--- src/rtl/updown_count_lim_pkg.sv ---
// updown_pkg: direction/end-behaviour constants and the datapath next-state select encoding.
package updown_pkg;
   localparam logic DIR_DOWN = 1'b0;
   localparam logic DIR_UP   = 1'b1;
   localparam logic END_WRAP = 1'b0;
   localparam logic END_SAT  = 1'b1;
   typedef enum logic [2:0] {
      HOLD, CLR, LOAD, INC, DEC, WRAP_LO, WRAP_HI, CLAMP
   } sel_e;
endpackage

--- src/rtl/updown_count_lim_if.sv ---
// updown_count_lim_if: control inputs and count/status outputs of the limited up/down counter.
interface updown_count_lim_if #(parameter int WIDTH = 8);
   logic             sclr, ld, en, mode, sat;
   logic [WIDTH-1:0] d_in, max_val, count;
   logic             tc, ovf, unf, at_max, at_zero;
   modport master (output sclr, ld, d_in, en, mode, sat, max_val,
                   input  count, tc, ovf, unf, at_max, at_zero);
   modport slave  (input  sclr, ld, d_in, en, mode, sat, max_val,
                   output count, tc, ovf, unf, at_max, at_zero);
endinterface

--- src/rtl/updown_count_lim_next_sel.sv ---
// updown_next_sel: priority and boundary decode selecting the next count source and flag set terms.
module updown_next_sel import updown_pkg::*; #(parameter int WIDTH = 8) (
   input  logic             sclr,
   input  logic             ld,
   input  logic             en,
   input  logic             mode,
   input  logic             sat,
   input  logic [WIDTH-1:0] count,
   input  logic [WIDTH-1:0] max_val,
   output sel_e             sel,
   output logic             tc_nxt,
   output logic             ovf_set,
   output logic             unf_set
);
   logic at_top, at_bot, above;
   assign at_top = count == max_val;
   assign at_bot = count == '0;
   assign above  = count > max_val;
   always_comb begin
      sel     = HOLD;
      tc_nxt  = 1'b0;
      ovf_set = 1'b0;
      unf_set = 1'b0;
      if (sclr) sel = CLR;
      else if (ld) sel = LOAD;
      else if (en) begin
         // a lowered limit pulls the count back into range before any direction rule applies
         if (above) sel = CLAMP;
         else if (mode == DIR_UP) begin
            if (!at_top) sel = INC;
            else begin
               tc_nxt  = 1'b1;
               sel     = (sat == END_SAT) ? HOLD : WRAP_LO;
               ovf_set = sat == END_WRAP;
            end
         end else begin
            if (!at_bot) sel = DEC;
            else begin
               tc_nxt  = 1'b1;
               sel     = (sat == END_SAT) ? HOLD : WRAP_HI;
               unf_set = sat == END_WRAP;
            end
         end
      end
   end
endmodule

--- src/rtl/updown_count_lim.sv ---
// updown_count_lim: parametrised up/down counter with load, clear, modulo limit, wrap/saturate and sticky flags.
module updown_count_lim import updown_pkg::*; #(
   parameter int WIDTH   = 8,
   parameter int RST_VAL = 0
) (
   input logic              clk,
   input logic              clr_n,
   updown_count_lim_if.slave bus
);
   logic [WIDTH-1:0] count, count_nxt, ld_val;
   logic             tc, ovf, unf, tc_nxt, ovf_set, unf_set;
   sel_e             sel;
   assign ld_val = (bus.d_in > bus.max_val) ? bus.max_val : bus.d_in;
   updown_next_sel #(.WIDTH(WIDTH)) u_sel (
      .sclr(bus.sclr), .ld(bus.ld), .en(bus.en), .mode(bus.mode), .sat(bus.sat),
      .count(count), .max_val(bus.max_val), .sel(sel),
      .tc_nxt(tc_nxt), .ovf_set(ovf_set), .unf_set(unf_set)
   );
   always_comb begin
      count_nxt = count;
      case (sel)
         CLR, WRAP_LO:   count_nxt = '0;
         LOAD:           count_nxt = ld_val;
         INC:            count_nxt = count + WIDTH'(1);
         DEC:            count_nxt = count - WIDTH'(1);
         WRAP_HI, CLAMP: count_nxt = bus.max_val;
         default:        count_nxt = count;
      endcase
   end
   always_ff @(posedge clk or negedge clr_n) begin
      if (!clr_n) begin
         count <= WIDTH'(RST_VAL);
         tc    <= 1'b0;
         ovf   <= 1'b0;
         unf   <= 1'b0;
      end else begin
         count <= count_nxt;
         tc    <= tc_nxt;
         ovf   <= !bus.sclr && (ovf || ovf_set);
         unf   <= !bus.sclr && (unf || unf_set);
      end
   end
   assign bus.count   = count;
   assign bus.tc      = tc;
   assign bus.ovf     = ovf;
   assign bus.unf     = unf;
   assign bus.at_max  = count == bus.max_val;
   assign bus.at_zero = count == '0;
endmodule
--- src/flat_wrapper.sv ---
// flat-port wrapper written by rule: the top's interface ports become plain ports
module updown_count_lim_flat import updown_pkg::*;
#(
   parameter int WIDTH   = 8,
   parameter int RST_VAL = 0
)
  (clk, clr_n, bus_sclr, bus_ld, bus_d_in, bus_en, bus_mode, bus_sat, bus_max_val, bus_count, bus_tc, bus_ovf, bus_unf, bus_at_max, bus_at_zero);
  updown_count_lim_if #(.WIDTH(WIDTH)) bus_i ();
  input logic clk;
  input logic clr_n;
  input wire logic [$bits(bus_i.sclr)-1:0] bus_sclr;
  input wire logic [$bits(bus_i.ld)-1:0] bus_ld;
  input wire logic [$bits(bus_i.d_in)-1:0] bus_d_in;
  input wire logic [$bits(bus_i.en)-1:0] bus_en;
  input wire logic [$bits(bus_i.mode)-1:0] bus_mode;
  input wire logic [$bits(bus_i.sat)-1:0] bus_sat;
  input wire logic [$bits(bus_i.max_val)-1:0] bus_max_val;
  output wire logic [$bits(bus_i.count)-1:0] bus_count;
  output wire logic [$bits(bus_i.tc)-1:0] bus_tc;
  output wire logic [$bits(bus_i.ovf)-1:0] bus_ovf;
  output wire logic [$bits(bus_i.unf)-1:0] bus_unf;
  output wire logic [$bits(bus_i.at_max)-1:0] bus_at_max;
  output wire logic [$bits(bus_i.at_zero)-1:0] bus_at_zero;
  assign bus_i.sclr = bus_sclr;
  assign bus_i.ld = bus_ld;
  assign bus_i.d_in = bus_d_in;
  assign bus_i.en = bus_en;
  assign bus_i.mode = bus_mode;
  assign bus_i.sat = bus_sat;
  assign bus_i.max_val = bus_max_val;
  assign bus_count = bus_i.count;
  assign bus_tc = bus_i.tc;
  assign bus_ovf = bus_i.ovf;
  assign bus_unf = bus_i.unf;
  assign bus_at_max = bus_i.at_max;
  assign bus_at_zero = bus_i.at_zero;
  updown_count_lim #(.WIDTH(WIDTH), .RST_VAL(RST_VAL)) u_core (.clk(clk), .clr_n(clr_n), .bus(bus_i));
endmodule
--- config.mk ---
export PLATFORM = sky130hd
export DESIGN_NAME = updown_count_lim_flat
export DESIGN_NICKNAME = d
export VERILOG_FILES = /design/src/rtl/updown_count_lim_pkg.sv /design/src/rtl/updown_count_lim_if.sv /design/src/rtl/updown_count_lim_next_sel.sv /design/src/rtl/updown_count_lim.sv /design/src/flat_wrapper.sv
export SDC_FILE = /design/constraint.sdc
export NUM_CORES = 1
export LEC_CHECK = 0
export ABC_AREA = 1
export ABC_CLOCK_PERIOD_IN_PS = 3200
export CAP_MARGIN = 25
export CORE_MARGIN = 5
export CORE_UTILIZATION = 30
export CTS_CLUSTER_SIZE = 25
export DETAILED_ROUTE_END_ITERATION = 7
export PLACE_DENSITY_LB_ADDON = 0.3
export SYNTH_ARGS = -nofsm -noshare
export SYNTH_HDL_FRONTEND = slang
export SYNTH_SLANG_ARGS = --single-unit
--- constraint.sdc ---
create_clock -name clk -period 3.2 [get_ports clk]
set_clock_uncertainty 0.15 [all_clocks]
set_input_delay 0.64 -clock clk [delete_from_list [all_inputs] [get_ports clk]]
set_output_delay 0.64 -clock clk [all_outputs]
set_load 0.005 [all_outputs]
Word level (Yosys, flattened, before mapping). Index checks and enable logic that the tools add are counted.

$add $sub $neg: 2. Order comparisons: 2. Equality and inequality tests: 8. Multiplexer cells: 30. Bitwise logic cells: 1. Reductions and logical operators: 9.

Operators with widths (count): $pmux W8 S5 (1); $mux W3 (9); $mux W1 (19); $gt A8 B8 Y1 (2); $eq A3 B3 Y1 const B (4); $add A8 B1 Y8 const B (1); $eq A8 B8 Y1 (1); $logic_not A8 Y1 (1); $mux W8 (1); $sub A8 B1 Y8 const B (1); $eq A3 B2 Y1 const B (2); $reduce_bool A5 Y1 (1); $reduce_or A2 Y1 (2); $eq A3 B1 Y1 const B (1); $logic_and A1 B1 Y1 (2); $logic_or A1 B1 Y1 (2); $logic_not A1 Y1 (1); $not A1 Y1 (1).

Register bits after elaboration: 11. Input bits: 23. Output and inout port bits: 13. Logic and storage cells: 56.

Logic depth before layout (Yosys ltp).
Depth in word-level cells: 10. Mapped depth: 25. Depth with buffers taken out: 25.

Hierarchy. From an unflattened synthesis, not the netlist that was laid out.

Cell total of the unflattened synthesis: 281. Area, all modules: 1752.9 um^2.

Modules (own cells, without submodules): updown_count_lim (times used 1, cells each 206, area each 1366.3 um^2, seq. area each 275.3 um^2); updown_next_sel (times used 1, cells each 75, area each 386.6 um^2, seq. area each 0.0 um^2).

Worst setup path before layout. Ideal clock, no wire load.

Path kind: in2reg. From: input bus_max_val[7]. To: register u_core.count[7] (netlist: u_core.bus.count[7]). Arrival time: 2.981 ns. Data required time: 2.926 ns. Setup slack: -0.056 ns. Stages on the path: 20. Path through: inv_1 -> ha_1 -> a21o_1 -> nor2_1 -> nand2_1 -> nand2_2 -> nand2_1 -> nand2_2 -> nand2_4 -> inv_6 -> nand2_4 -> inv_2 -> ha_1 -> a21oi_1 -> nand2_1 -> a21oi_1 -> xor2_1 -> nor2_1 -> nor2_1 -> nand3_2.

Cells in the longest elaborated chain, start to end: 10. Elaborated cells on any way between the ends: 21.

RTL lines: start: declaration (line flat_wrapper.sv:17) `input wire logic [$bits(bus_i.max_val)-1:0] bus_max_val;`; parallel branches: the longest is 10 deep, another holds $gt A8 B8 Y1; end signal: assignment (line updown_count_lim.sv:32) `count <= WIDTH'(RST_VAL);`; end signal: assignment (line updown_count_lim.sv:37) `count <= count_nxt;`; end: declaration (line updown_count_lim.sv:10) `logic [WIDTH-1:0] count, count_nxt, ld_val;`.

Parallel ways; which one is timed is not known. A chain may end at the register's enable or synchronous reset.

Worst setup path after layout. Same ends and word-level chain as after synthesis.

==> metrics.txt <==
Skew-Pair Late Insertion Delay 0.24 ns; Worst EP required 3.18 ns; Hold Crit Class reg -> reg; final-stage net count 363; Final Wtd Congestion 0.7985; RSZ-0062 raised after global routing yes; First DRT Iteration DRCs 58; area of the multi-input gates 1419 µm²; CP arrival 2.97 ns; Slew @ Worst Pin 0.5127 ns; Syn Nets 279; Max Slew Vio Count 0; layout cells sized above 1 0.3861; input/output buffers 35; initial antenna violation count 0; YS warnings 0; clock root buffer clkbuf_8; area of the die 6819 µm²; Yosys top cell area share 0.1742; synthesis-to-layout area growth 70.63%; TritonCTS Buffers 3; Worst VDD drop 0.0001253 V; CTS tree built; pwr/cell area 285.1 nW/µm²; wire per inst 12.08 µm; first-pass GRT wire length 7679 µm; outcome finished, final reports clean; Core Rows 26; Period Utilization, post-route 0.9333; Reg clk slew, reported paths 0.05 ns; fin area 2696 µm²; Max Clk Rate 0.3348 GHz; commonest non-fill, non-tap cell in the layout nand2_1; CP endpoint kind register; Crit Path Category in -> reg; fillers 496; leak pwr 1.344 nW; Netlist cell types 27; Synth area leader dfrtp_1; Layout Utilization 0.5279; die height 82.58 µm; CP Launch Type primary input; largest net degree at the start of global routing 16; drt pass-1 iters 4; Synth Area per Inst 6.782 µm²; Die W 82.58 µm; WL final 4661 µm; placed cell areas 2301 µm²; clock buffer depth 2; hpwl dp 3635 µm; vias per std cell 4.614; via count 1,781; MaxCap Viol Count 0; Register Area 276.5 µm²; worst-path fanout max 8; Cell Area, Synth 1580 µm²; Post-Synthesis Cells 233; Final setup viols 0; Fin. Hold Viols 0; Clock H-tree levels 1; gr usage total 0.1432; sequential area share after synthesis 0.1742; ranking of synthesized cells by area dfrtp_1 17%, ha_1 17%, nand2_1 15%; core area 5107 µm²; #FFs+latches synth 11; GRT overflow 0; Antenna Nets Post-Route 0; CTS Sinks 11; Slew headroom 0.6571; Total Neg Setup Slack 0 ns; commonest cells after routing, fill and taps aside 54 x nand2_1, 44 x buf_4, 26 x clkdlybuf4s50_1; number of diodes 0; Initial Util 0.3094; number of global-route vias before repair 1,741; IO Pins 36; Tmin final 2.987 ns; DRC 0
-- path summary, 6_finish.rpt --
path                                          start                  end  slack [ns]  cells past startpoint
worst max-delay path                 bus_max_val[7]  u_core.bus.count[7]        0.21                     22
worst min-delay path                 u_core.bus.unf       u_core.bus.unf        0.35                      2
worst min register to register       u_core.bus.unf       u_core.bus.unf        0.35                      2
min in group asynchronous                     clr_n       u_core.bus.unf        0.59                      1
max in group asynchronous                     clr_n  u_core.bus.count[6]        1.94                      1
worst max register to register  u_core.bus.count[6]  u_core.bus.count[7]        0.23                     20
-- per-layer routing --
metal	part of all wire	vias to the layer above	global-route usage
met3	0.045	5	0.01518
li1	-	938	-
met2	0.50	38	0.2508
met5	0	-	0
met4	0.015	0	0.05392
met1	0.44	800	0.1794
-- cells in the mapped netlist, drive strengths merged --
library cell	count
a21o	1
nand2	76
fa	1
a21oi	15
nand4	4
o21ai	11
xnor2	3
nor3	1
nand3b	7
nand3	22
ha	22
xor2	2
inv	33
nor4	1
buf	1
nor2	21
dfrtp	11
o21bai	1
-- state kept, by name, indices dropped and copies added, names as in the netlist --
signal            flops
u_core.bus.count      8
u_core.bus.ovf        1
u_core.bus.tc         1
u_core.bus.unf        1
-- what timing repair did --
action | CTS | global route
endpoints found under the setup margin | 5 | 4
setup buffers | 2 | 8
resized for setup | 34 | 67
pin swaps | 13 | 33
hold buffers | 0 | 0
-- cell type report --
| cell class | count | area share |
|---|---|---|
| clock buffer | 4 | 0.01671 |
| inverter | 33 | 0.05708 |
| multi-input combinational | 188 | 0.5262 |
| sequential | 11 | 0.1026 |
| tap | 70 | 0.03248 |
| timing repair buffer | 80 | 0.2650 |
-- report_power, final --
part | switching [mW] | internal (mW)
combinational | 0.219 | 0.236
sequential | 0.0159 | 0.153
clock | 0.0571 | 0.0879
total | 0.292 | 0.477
-- cells by family (layout without fill, tap and decap cells) --
logic type | Yosys count | after routing | synth area share
and+or+nand+nor | 132 | 132 | 0.4236
buffers and inverters | 34 | 117 | 0.08631
AOI/OAI and AO/OA | 28 | 28 | 0.1014
adders and majority gates | 23 | 23 | 0.1869
DFF | 11 | 11 | 0.1742
xor gates and xnor gates | 5 | 5 | 0.02772
-- through the flow --
stage | cells | power (mW) | hold WS [ns] | setup slack, ns
CTS | 378 | 0.7187 | 0.3566 | 0.03992
detailed placement | 372 | 0.5411 | 0.3450 | -0.5596
finish | 386 | 0.7688 | 0.3542 | 0.2134
floorplan | 233 | 0.3658 | 0.1944 | 0.01699
global placement | 372 | 0.5359 | 0.3345 | -0.5026
global route | 386 | 0.8328 | 0.3900 | -0.04618
-- critical path, cell delays in order --
cell	delay, ns
buf_6	0.08
inv_4	0.03
ha_4	0.27
nand2_4	0.06
nor2_4	0.13
nand2_1	0.07
nand2_2	0.09
nand2_4	0.06
nand2_2	0.07
nand2_2	0.06
nand2_4	0.07
clkinv_4	0.07
nand2_8	0.08
clkinv_8	0.08
ha_4	0.27
a21oi_4	0.16
nand2_4	0.08
a21oi_2	0.15
xor2_1	0.19
nor2_1	0.06
nor2_1	0.12
nand3_2	0.08
(Power assumes the default switching activity.)
